## config.mk

```make
export PLATFORM = sky130hd
export DESIGN_NAME = iomem_timer_flat
export DESIGN_NICKNAME = d
export VERILOG_FILES = /design/src/rtl/iomem_timer_pkg.sv /design/src/rtl/iomem_timer_if.sv /design/src/rtl/iomem_timer_prescaler.sv /design/src/rtl/iomem_timer.sv /design/src/flat_wrapper.sv
export SDC_FILE = /design/constraint.sdc
export NUM_CORES = 1
export LEC_CHECK = 0
export CAP_MARGIN = 20
export CORE_ASPECT_RATIO = 0.5
export CORE_MARGIN = 8
export CORE_UTILIZATION = 50
export CTS_CLUSTER_SIZE = 20
export DETAILED_ROUTE_END_ITERATION = 7
export HOLD_SLACK_MARGIN = 0.08
export PLACE_DENSITY = 0.75
export SLEW_MARGIN = 20
export SYNTH_ARGS = -nofsm -noshare
export SYNTH_HDL_FRONTEND = slang
export SYNTH_SLANG_ARGS = --single-unit
```

## constraint.sdc

```tcl
create_clock -name clk -period 5.02 [get_ports clk]
set_input_delay 0.502 -clock clk [delete_from_list [all_inputs] [get_ports clk]]
set_output_delay 0.502 -clock clk [all_outputs]
set_load 0.03 [all_outputs]
```

## src/rtl/iomem_timer_pkg.sv

```systemverilog
// Shared constants for the iomem_timer peripheral: register offsets, CTRL bit
// positions, default window base and a byte-strobe merge helper.
package iomem_timer_pkg;

   localparam logic [31:0] TMR_DEFAULT_BASE = 32'h0300_0000;

   localparam logic [7:0] TMR_CTRL     = 8'h00;
   localparam logic [7:0] TMR_PRESCALE = 8'h04;
   localparam logic [7:0] TMR_COUNT    = 8'h08;
   localparam logic [7:0] TMR_COMPARE  = 8'h0C;
   localparam logic [7:0] TMR_STATUS   = 8'h10;

   localparam int unsigned EN   = 0;
   localparam int unsigned IE   = 1;
   localparam int unsigned AUTO = 2;

   function automatic logic [31:0] byte_merge(input logic [31:0] old_v,
                                              input logic [31:0] new_v,
                                              input logic [3:0]  strb);
      logic [31:0] r;
      r = old_v;
      for (int unsigned b = 0; b < 4; b++) begin
         if (strb[b]) r[8*b +: 8] = new_v[8*b +: 8];
      end
      return r;
   endfunction

endpackage

```

## src/rtl/iomem_timer_if.sv

```systemverilog
// iomem_* bus bundle: master drives requests, slave (responder) returns ready/rdata.
interface iomem_timer_if;
   logic        iomem_valid;
   logic        iomem_ready;
   logic [3:0]  iomem_wstrb;
   logic [31:0] iomem_addr;
   logic [31:0] iomem_wdata;
   logic [31:0] iomem_rdata;

   modport master (
      output iomem_valid, iomem_wstrb, iomem_addr, iomem_wdata,
      input  iomem_ready, iomem_rdata
   );

   modport slave (
      input  iomem_valid, iomem_wstrb, iomem_addr, iomem_wdata,
      output iomem_ready, iomem_rdata
   );
endinterface

```

## src/rtl/iomem_timer_prescaler.sv

```systemverilog
// Enable-gated prescaler: counts 0..term_i and pulses tick_o on the terminal value.
module iomem_timer_prescaler #(
   parameter int unsigned PRE_W = 16
) (
   input  logic             clk,
   input  logic             reset,
   input  logic             en_i,
   input  logic [PRE_W-1:0] term_i,
   output logic             tick_o
);

   logic [PRE_W-1:0] cnt_q;

   assign tick_o = en_i & (cnt_q == term_i);

   always_ff @(posedge clk) begin
      if (reset) begin
         cnt_q <= '0;
      end else if (!en_i || tick_o) begin
         cnt_q <= '0;
      end else begin
         cnt_q <= cnt_q + 1'b1;
      end
   end

endmodule

```

## src/rtl/iomem_timer.sv

```systemverilog
// Memory-mapped 32-bit timer/compare responder on the iomem_* bus with a
// registered one-cycle ready and a registered level interrupt.
module iomem_timer
   import iomem_timer_pkg::*;
#(
   parameter logic [31:0] BASE_ADDR = TMR_DEFAULT_BASE,
   parameter int unsigned PRE_W     = 16
) (
   input  logic         clk,
   input  logic         reset,
   iomem_timer_if.slave bus,
   output logic         irq
);

   logic [2:0]       ctrl_q, ctrl_d;
   logic [PRE_W-1:0] pre_q, pre_d;
   logic [31:0]      count_q, count_d;
   logic [31:0]      cmp_q, cmp_d;
   logic             pend_q, pend_d;
   logic             irq_q, ready_q;
   logic [31:0]      rdata_q, rdata_d;
   logic [31:0]      pre_m;
   logic             in_win, accept, wr, tick, hit;
   logic [7:0]       off;
   logic             unused_addr;

   assign in_win      = (bus.iomem_addr[31:8] == BASE_ADDR[31:8]);
   assign accept      = bus.iomem_valid & in_win & ~ready_q;
   assign wr          = accept & (|bus.iomem_wstrb);
   assign off         = {bus.iomem_addr[7:2], 2'b00};
   assign hit         = tick & (count_q == cmp_q);
   assign unused_addr = ^bus.iomem_addr[1:0];

   iomem_timer_prescaler #(.PRE_W(PRE_W)) u_pre (
      .clk    (clk),
      .reset  (reset),
      .en_i   (ctrl_q[EN]),
      .term_i (pre_q),
      .tick_o (tick)
   );

   always_comb begin
      rdata_d = '0;
      case (off)
         TMR_CTRL:     rdata_d[2:0]       = ctrl_q;
         TMR_PRESCALE: rdata_d[PRE_W-1:0] = pre_q;
         TMR_COUNT:    rdata_d            = count_q;
         TMR_COMPARE:  rdata_d            = cmp_q;
         TMR_STATUS:   rdata_d[0]         = pend_q;
         default:      rdata_d            = '0;
      endcase
   end

   // Timer update first, bus write overlays it; PEND set is applied last so it beats W1C.
   always_comb begin
      ctrl_d  = ctrl_q;
      pre_d   = pre_q;
      count_d = count_q;
      cmp_d   = cmp_q;
      pend_d  = pend_q;
      pre_m   = byte_merge(32'(pre_q), bus.iomem_wdata, bus.iomem_wstrb);
      if (hit) begin
         if (ctrl_q[AUTO]) count_d = '0;
         else              ctrl_d[EN] = 1'b0;
      end else if (tick) begin
         count_d = count_q + 32'd1;
      end
      if (wr) begin
         case (off)
            TMR_CTRL:     if (bus.iomem_wstrb[0]) ctrl_d = bus.iomem_wdata[2:0];
            TMR_PRESCALE: pre_d   = pre_m[PRE_W-1:0];
            TMR_COUNT:    count_d = byte_merge(count_d, bus.iomem_wdata, bus.iomem_wstrb);
            TMR_COMPARE:  cmp_d   = byte_merge(cmp_q, bus.iomem_wdata, bus.iomem_wstrb);
            TMR_STATUS:   if (bus.iomem_wstrb[0] && bus.iomem_wdata[0]) pend_d = 1'b0;
            default:      ;
         endcase
      end
      if (hit) pend_d = 1'b1;
   end

   always_ff @(posedge clk) begin
      if (reset) begin
         ctrl_q  <= '0;
         pre_q   <= '0;
         count_q <= '0;
         cmp_q   <= '0;
         pend_q  <= 1'b0;
         irq_q   <= 1'b0;
         ready_q <= 1'b0;
         rdata_q <= '0;
      end else begin
         ctrl_q  <= ctrl_d;
         pre_q   <= pre_d;
         count_q <= count_d;
         cmp_q   <= cmp_d;
         pend_q  <= pend_d;
         irq_q   <= pend_q & ctrl_q[IE];
         ready_q <= accept;
         rdata_q <= accept ? rdata_d : '0;
      end
   end

   assign bus.iomem_ready = ready_q;
   assign bus.iomem_rdata = rdata_q;
   assign irq             = irq_q;

endmodule
```

## src/flat_wrapper.sv

```systemverilog
// flat-port wrapper written by rule: the top's interface ports become plain ports
module iomem_timer_flat import iomem_timer_pkg::*;
#(
   parameter logic [31:0] BASE_ADDR = TMR_DEFAULT_BASE,
   parameter int unsigned PRE_W     = 16
)
  (clk, reset, irq, bus_iomem_valid, bus_iomem_wstrb, bus_iomem_addr, bus_iomem_wdata, bus_iomem_ready, bus_iomem_rdata);
  iomem_timer_if bus_i ();
  input  logic clk;
  input  logic reset;
  output logic irq;
  input wire logic [$bits(bus_i.iomem_valid)-1:0] bus_iomem_valid;
  input wire logic [$bits(bus_i.iomem_wstrb)-1:0] bus_iomem_wstrb;
  input wire logic [$bits(bus_i.iomem_addr)-1:0] bus_iomem_addr;
  input wire logic [$bits(bus_i.iomem_wdata)-1:0] bus_iomem_wdata;
  output wire logic [$bits(bus_i.iomem_ready)-1:0] bus_iomem_ready;
  output wire logic [$bits(bus_i.iomem_rdata)-1:0] bus_iomem_rdata;
  assign bus_i.iomem_valid = bus_iomem_valid;
  assign bus_i.iomem_wstrb = bus_iomem_wstrb;
  assign bus_i.iomem_addr = bus_iomem_addr;
  assign bus_i.iomem_wdata = bus_iomem_wdata;
  assign bus_iomem_ready = bus_i.iomem_ready;
  assign bus_iomem_rdata = bus_i.iomem_rdata;
  iomem_timer #(.BASE_ADDR(BASE_ADDR), .PRE_W(PRE_W)) u_core (.clk(clk), .reset(reset), .bus(bus_i), .irq(irq));
endmodule
```

After elaboration in Yosys (flattened, before gate mapping) --
Index checks and enable logic that the tools add are counted.
Storage, ports and cells: flip-flop bits (word level) 134, bits of input ports 71, output and inout bits 34, logic and storage cells 71
Operators by class: reduce and logical (&&, ||, !) cells 18, equality and inequality tests 7, muxes and demuxes 22, bitwise gates (word level) 8, $add $sub $neg 2
Operators by type and width (count):
- 2-to-1 mux 32 bit | 5
- one-hot mux 13 bit (3 select lines) | 1
- adder 32 x 1 -> 32 bit, second input constant | 1
- equality test 32 bit | 1
- 2-to-1 mux 8 bit | 4
- one-hot mux 16 bit (2 select lines) | 1
- equality test 24 x 18 -> 1 bit, second input constant | 1
- AND reduction 3 bit | 8
- adder 16 x 1 -> 16 bit, second input constant | 1
- equality test 16 bit | 1
- equality test 6 x 2 -> 1 bit, second input constant | 2
- 2-to-1 mux 1 bit | 9
- logical NOT 8 bit | 1
- one-hot mux 2 bit (4 select lines) | 1
- AND 1 bit | 6
- equality test 6 x 1 -> 1 bit, second input constant | 1
- equality test 6 x 3 -> 1 bit, second input constant | 1
- nonzero test 2 bit | 3
- one-hot mux 1 bit (5 select lines) | 1
- OR reduction 2 bit | 2
- OR reduction 4 bit | 1
- NOT 1 bit | 2
- logical AND 1 bit | 1
- logical NOT 1 bit | 1
- logical OR 1 bit | 1

Longest topological paths before layout --
depth in word-level cells 7, gate-level depth with buffers 10, gate-level depth less buffers 7

Hierarchy --
A second synthesis with hierarchy kept.
Second synthesis, totals: cells, all modules 794, area total of the unflattened synthesis 6837.8 um^2
By module, submodules not included:
- iomem_timer | area each 5919.4 um^2, cells an instance 691, times used 1, seq. area each 2362.3 um^2
- iomem_timer_prescaler | area each 918.4 um^2, cells an instance 103, times used 1, seq. area each 320.3 um^2

Worst setup path after synthesis --
OpenSTA, ideal clock, no wires.
path type input -> register, start point in bus_iomem_addr[5], end point reg u_core.count_q[2], stages 6, path buffers 0, path slack 2.858 ns, data arrival time 2.040 ns, setup time 0.122 ns, data required time 4.898 ns, cell sequence nor4_2 -> and2_0 -> nand3_1 -> o211a_1 -> a21o_1 -> a221o_1
On the way: cells in the longest elaborated chain, start to end 3
Ends and longest elaborated chain:
- start, declared | line flat_wrapper.sv:14 | input wire logic [$bits(bus_i.iomem_addr)-1:0] bus_iomem_addr;
- equality test 6 x 2 -> 1 bit | line iomem_timer.sv:69 | case (off)
- 2-to-1 mux 32 bit | line iomem_timer.sv:69
- 2-to-1 mux 32 bit | line iomem_timer.sv:68 | if (wr) begin
- end signal, assigned | line iomem_timer.sv:94 | count_q <= count_d;
- end, declared | line iomem_timer.sv:17 | logic [31:0] count_q, count_d;
No other way between the ends. A chain may end at the register's enable or synchronous reset.

Final worst setup path --
start point in bus_iomem_addr[2], end point reg u_core.count_q[15]
Same word-level chain as after synthesis.

==> impl_metrics.ini <==
[synth]
synth_nets = 839
synth_seq_cells = 134
syn_area_per_cell_sq_um = 8.80
post-synth-top-area-fraction = 0.398
synthDistinctLibCells = 64
synth_edf_count = 0
seq_area_frac_synth = 0.398
synth_warnings = 0
syn-cell-area_sq_um = 6740
synthFlopType = dfxtp_1
syn_inst = 766
synth_area_leaders = dfxtp_1, mux2i_1, nor2_1, xor2_1, a22oi_1
synth_top_cell_by_area = dfxtp_1
synthArstFlopShare = 0

[grt]
grt.total_usage = 0.223
first_global_vias = 5957
antenna_found_initial = 0
grt_pass1_wl_um = 31800
grt_max_degree = 71
grt_overflow_total = 0

[clock_network]
root_buffer = clkbuf_16
ctsLongestPathBuffers = 2
clkSinkCount = 134
clkTransAtPathRegs_ns = 0.06
cts_setup_buffers = 0
cts_tree = done
clkLatencyLatePin_ns = 0.42
cts_buffers = 17
ctsHoldBuffers = 0
h-tree-depth = 4
ctsResizeCount = 0

[drt]
drt_iter0_markers = 658
routed-via-count = 6265
met3_length_um = 1730
post_drt_wl_per_cell_um = 19.7
drcViolationCount = 0
routed_wl_um = 20300
wl_met2_um = 9250
viasPerCell = 6.08
first_pass_iters = 6
top_layer_used = met4
met1_length_um = 8890
ant_nets = 0

[power_and_ir_drop]
pwr_density_cell_nw_per_um2 = 289
p_leak_nw = 2.98
power.total_mw = 2.42
peakVddDrop_mv = 0.185

[cells_and_area]
drive_above_1_share = 0.0865
fillers = 1128
antenna-diode-count = 0
syn_to_final_growth_pct = 24.4
final_nets = 916

[timing]
period_share = 0.678
finalMaxSlewViolations = 0
worstMarginPinSlew_ns = 1.03
setup_violations = 0
max_slew_margin = 0.312
fin_setup_tns_ns = 0
hold_violations = 0
max_freq_ghz = 0.294
fin_worst_skew_ns = 0.00745
rsz0062_at_grt = false
finalHoldWorstSlack_ns = 0.466
period_minus_slack_ns = 3.40

[setup_path]
crit_chain = clkdlybuf4s50_1, nor2b_1, and2_0, nand3_1, and3_1, a221oi_1, a21oi_1
slowest_stage = clkdlybuf4s50_1
cpPeakStageDelay_ns = 0.85
worstSetupPathType = input pin to flip-flop
worstPathMaxFanout = 20
path_depth = 7
r2r.worst_path.cells = 7
critPathRequiredTime_ns = 5.29
cp_top_family = simple AND/OR/NAND/NOR gates
worst-path-buf-inv = 1
cp-start-kind = input pin
setup.worst_path.end_class = flip-flop
critPathArrivalTime_ns = 3.67

[job]
drv_cap = 0

[floorplanning]
die_h_um = 98.1
core-area_sq_um = 13400
die-area_sq_um = 17700
io_pins = 105
row_count = 30
initial_utilization = 0.504
dieWidth_um = 180

[placed_design]
gp_congestion = 0.888
dp_hpwl_um = 14300
port_buffers = 102

[min_path]
hold_depth = 2
min_path_type = flip-flop to flip-flop

[status]
status = completed
per-stage QoR:
stage          setup slack (ns)   util  area [sq um]  std cells
4_1_cts                    1.72  0.627          8380       1031
3_3_place_gp               1.42  0.583          7790       1000
5_1_grt                    1.38  0.627          8380       1031
6_report                   1.62  0.627          8380       1031
3_5_place_dp               1.30  0.583          7790       1000
2_1_floorplan              2.86      -          6740        766
cells in the mapped netlist (all sizes together) (2+ instances only):
cell,number
mux2i,55
xnor2,22
o221a,2
nand3,20
a211oi,17
xor2,40
nand2,39
nand4,15
a311oi,2
or3,4
o31ai,2
ha,2
a41o,2
a21oi,9
and4,5
and3,23
clkbuf,26
a221o,4
nor2b,3
nor4b,4
nor3,15
o22ai,3
o21ai,26
a221oi,3
or4,2
o21a,5
buf,25
a31oi,6
inv,7
dfxtp,134
o211a,2
nor2,137
a21o,6
or2,2
mux2,13
and2,7
a22oi,32
nor4,30
worst reg2reg max path, cell delays in order (launching register included):
cell and delay, ns:
dfxtp_1 0.35, xnor2_1 0.25, nand4_1 0.21, nor4_4 0.44
nand2_2 0.52, nor2_1 0.99, a211oi_1 0.17, nor4_1 0.31
sequential cells by signal (all words and copies together) (netlist names):
name / count
u_core.ctrl_q: 3
u_core.bus.iomem_rdata: 32
u_core.u_pre.cnt_q: 16
u_core.pre_q: 16
u_core.count_q: 32
u_core.bus.iomem_ready: 1
u_core.pend_q: 1
u_core.irq: 1
u_core.cmp_q: 32
where the power goes:
group | leakage [nW] | switching, mW | internal (mW) | total (mW)
clock network | 0.285 | 0.488 | 0.769 | 1.26
logic | 1.62 | 0.0466 | 0.0559 | 0.103
registers | 1.08 | 0.000000000736 | 1.06 | 1.06
total | 2.98 | 0.534 | 1.89 | 2.42
layer usage:
layer | global-route usage | vias to the layer above
met2 | 0.359 | 301
met3 | 0.0445 | 41
met5 | 0 | -
met4 | 0.0840 | 0
met1 | 0.291 | 3006
li1 | - | 2917
layout make-up:
cell class,instances,area [sq um],share of cell area
timing repair buffer,109,1070,0.127
clock buffer,20,467,0.0557
sequential,134,2680,0.320
tap,176,220,0.0263
inverter,8,30.0,0.00358
clock inverter,11,124,0.0148
multi-input combinational,573,3790,0.452
placed cells by master, fill, tap and decap left out, types with 3 or more instances in the layout:
| cell | count |
|---|---|
| a31oi_1 | 6 |
| nor4_1 | 24 |
| inv_1 | 7 |
| and4_1 | 5 |
| a22oi_1 | 32 |
| nor2_1 | 136 |
| clkbuf_16 | 17 |
| a221oi_1 | 3 |
| xnor2_1 | 22 |
| clkinvlp_4 | 3 |
| nor4_2 | 4 |
| buf_4 | 7 |
| o21a_1 | 5 |
| a211oi_1 | 17 |
| mux2i_1 | 55 |
| clkinv_2 | 3 |
| clkbuf_8 | 3 |
| nor4b_1 | 4 |
| o22ai_1 | 3 |
| nor3_1 | 11 |
| a21oi_1 | 9 |
| o21ai_0 | 25 |
| nor3_2 | 4 |
| mux2_2 | 13 |
| clkdlybuf4s50_1 | 101 |
| and2_1 | 5 |
| and3_1 | 23 |
| nor2b_1 | 3 |
| nand3_1 | 20 |
| xor2_1 | 40 |
| or3_1 | 4 |
| a21o_1 | 6 |
| a221o_1 | 4 |
| nand2_1 | 37 |
| dfxtp_1 | 134 |
| nand4_1 | 13 |
final timing paths:
| check | startpoint | end | slack [ns] |
|---|---|---|---|
| max reg2reg | u_core.pre_q[3] | u_core.count_q[5] | 1.67 |
| max | bus_iomem_addr[2] | u_core.count_q[15] | 1.62 |
| min | u_core.pend_q | u_core.bus.iomem_rdata[0] | 0.47 |
| min reg2reg | u_core.pend_q | u_core.bus.iomem_rdata[0] | 0.47 |
cells by family (layout without fill, tap and decap cells):
logic type	after synthesis	after routing	synth area share
and+or+nand+nor	310	310	0.236
DFF	134	134	0.398
AOI/OAI and AO/OA	131	131	0.139
muxes	68	68	0.103
xor gates and xnor gates	62	62	0.0806
buffers and inverters	59	148	0.0390
adders and majority gates	2	2	0.00371
(Power assumes the default switching activity.)
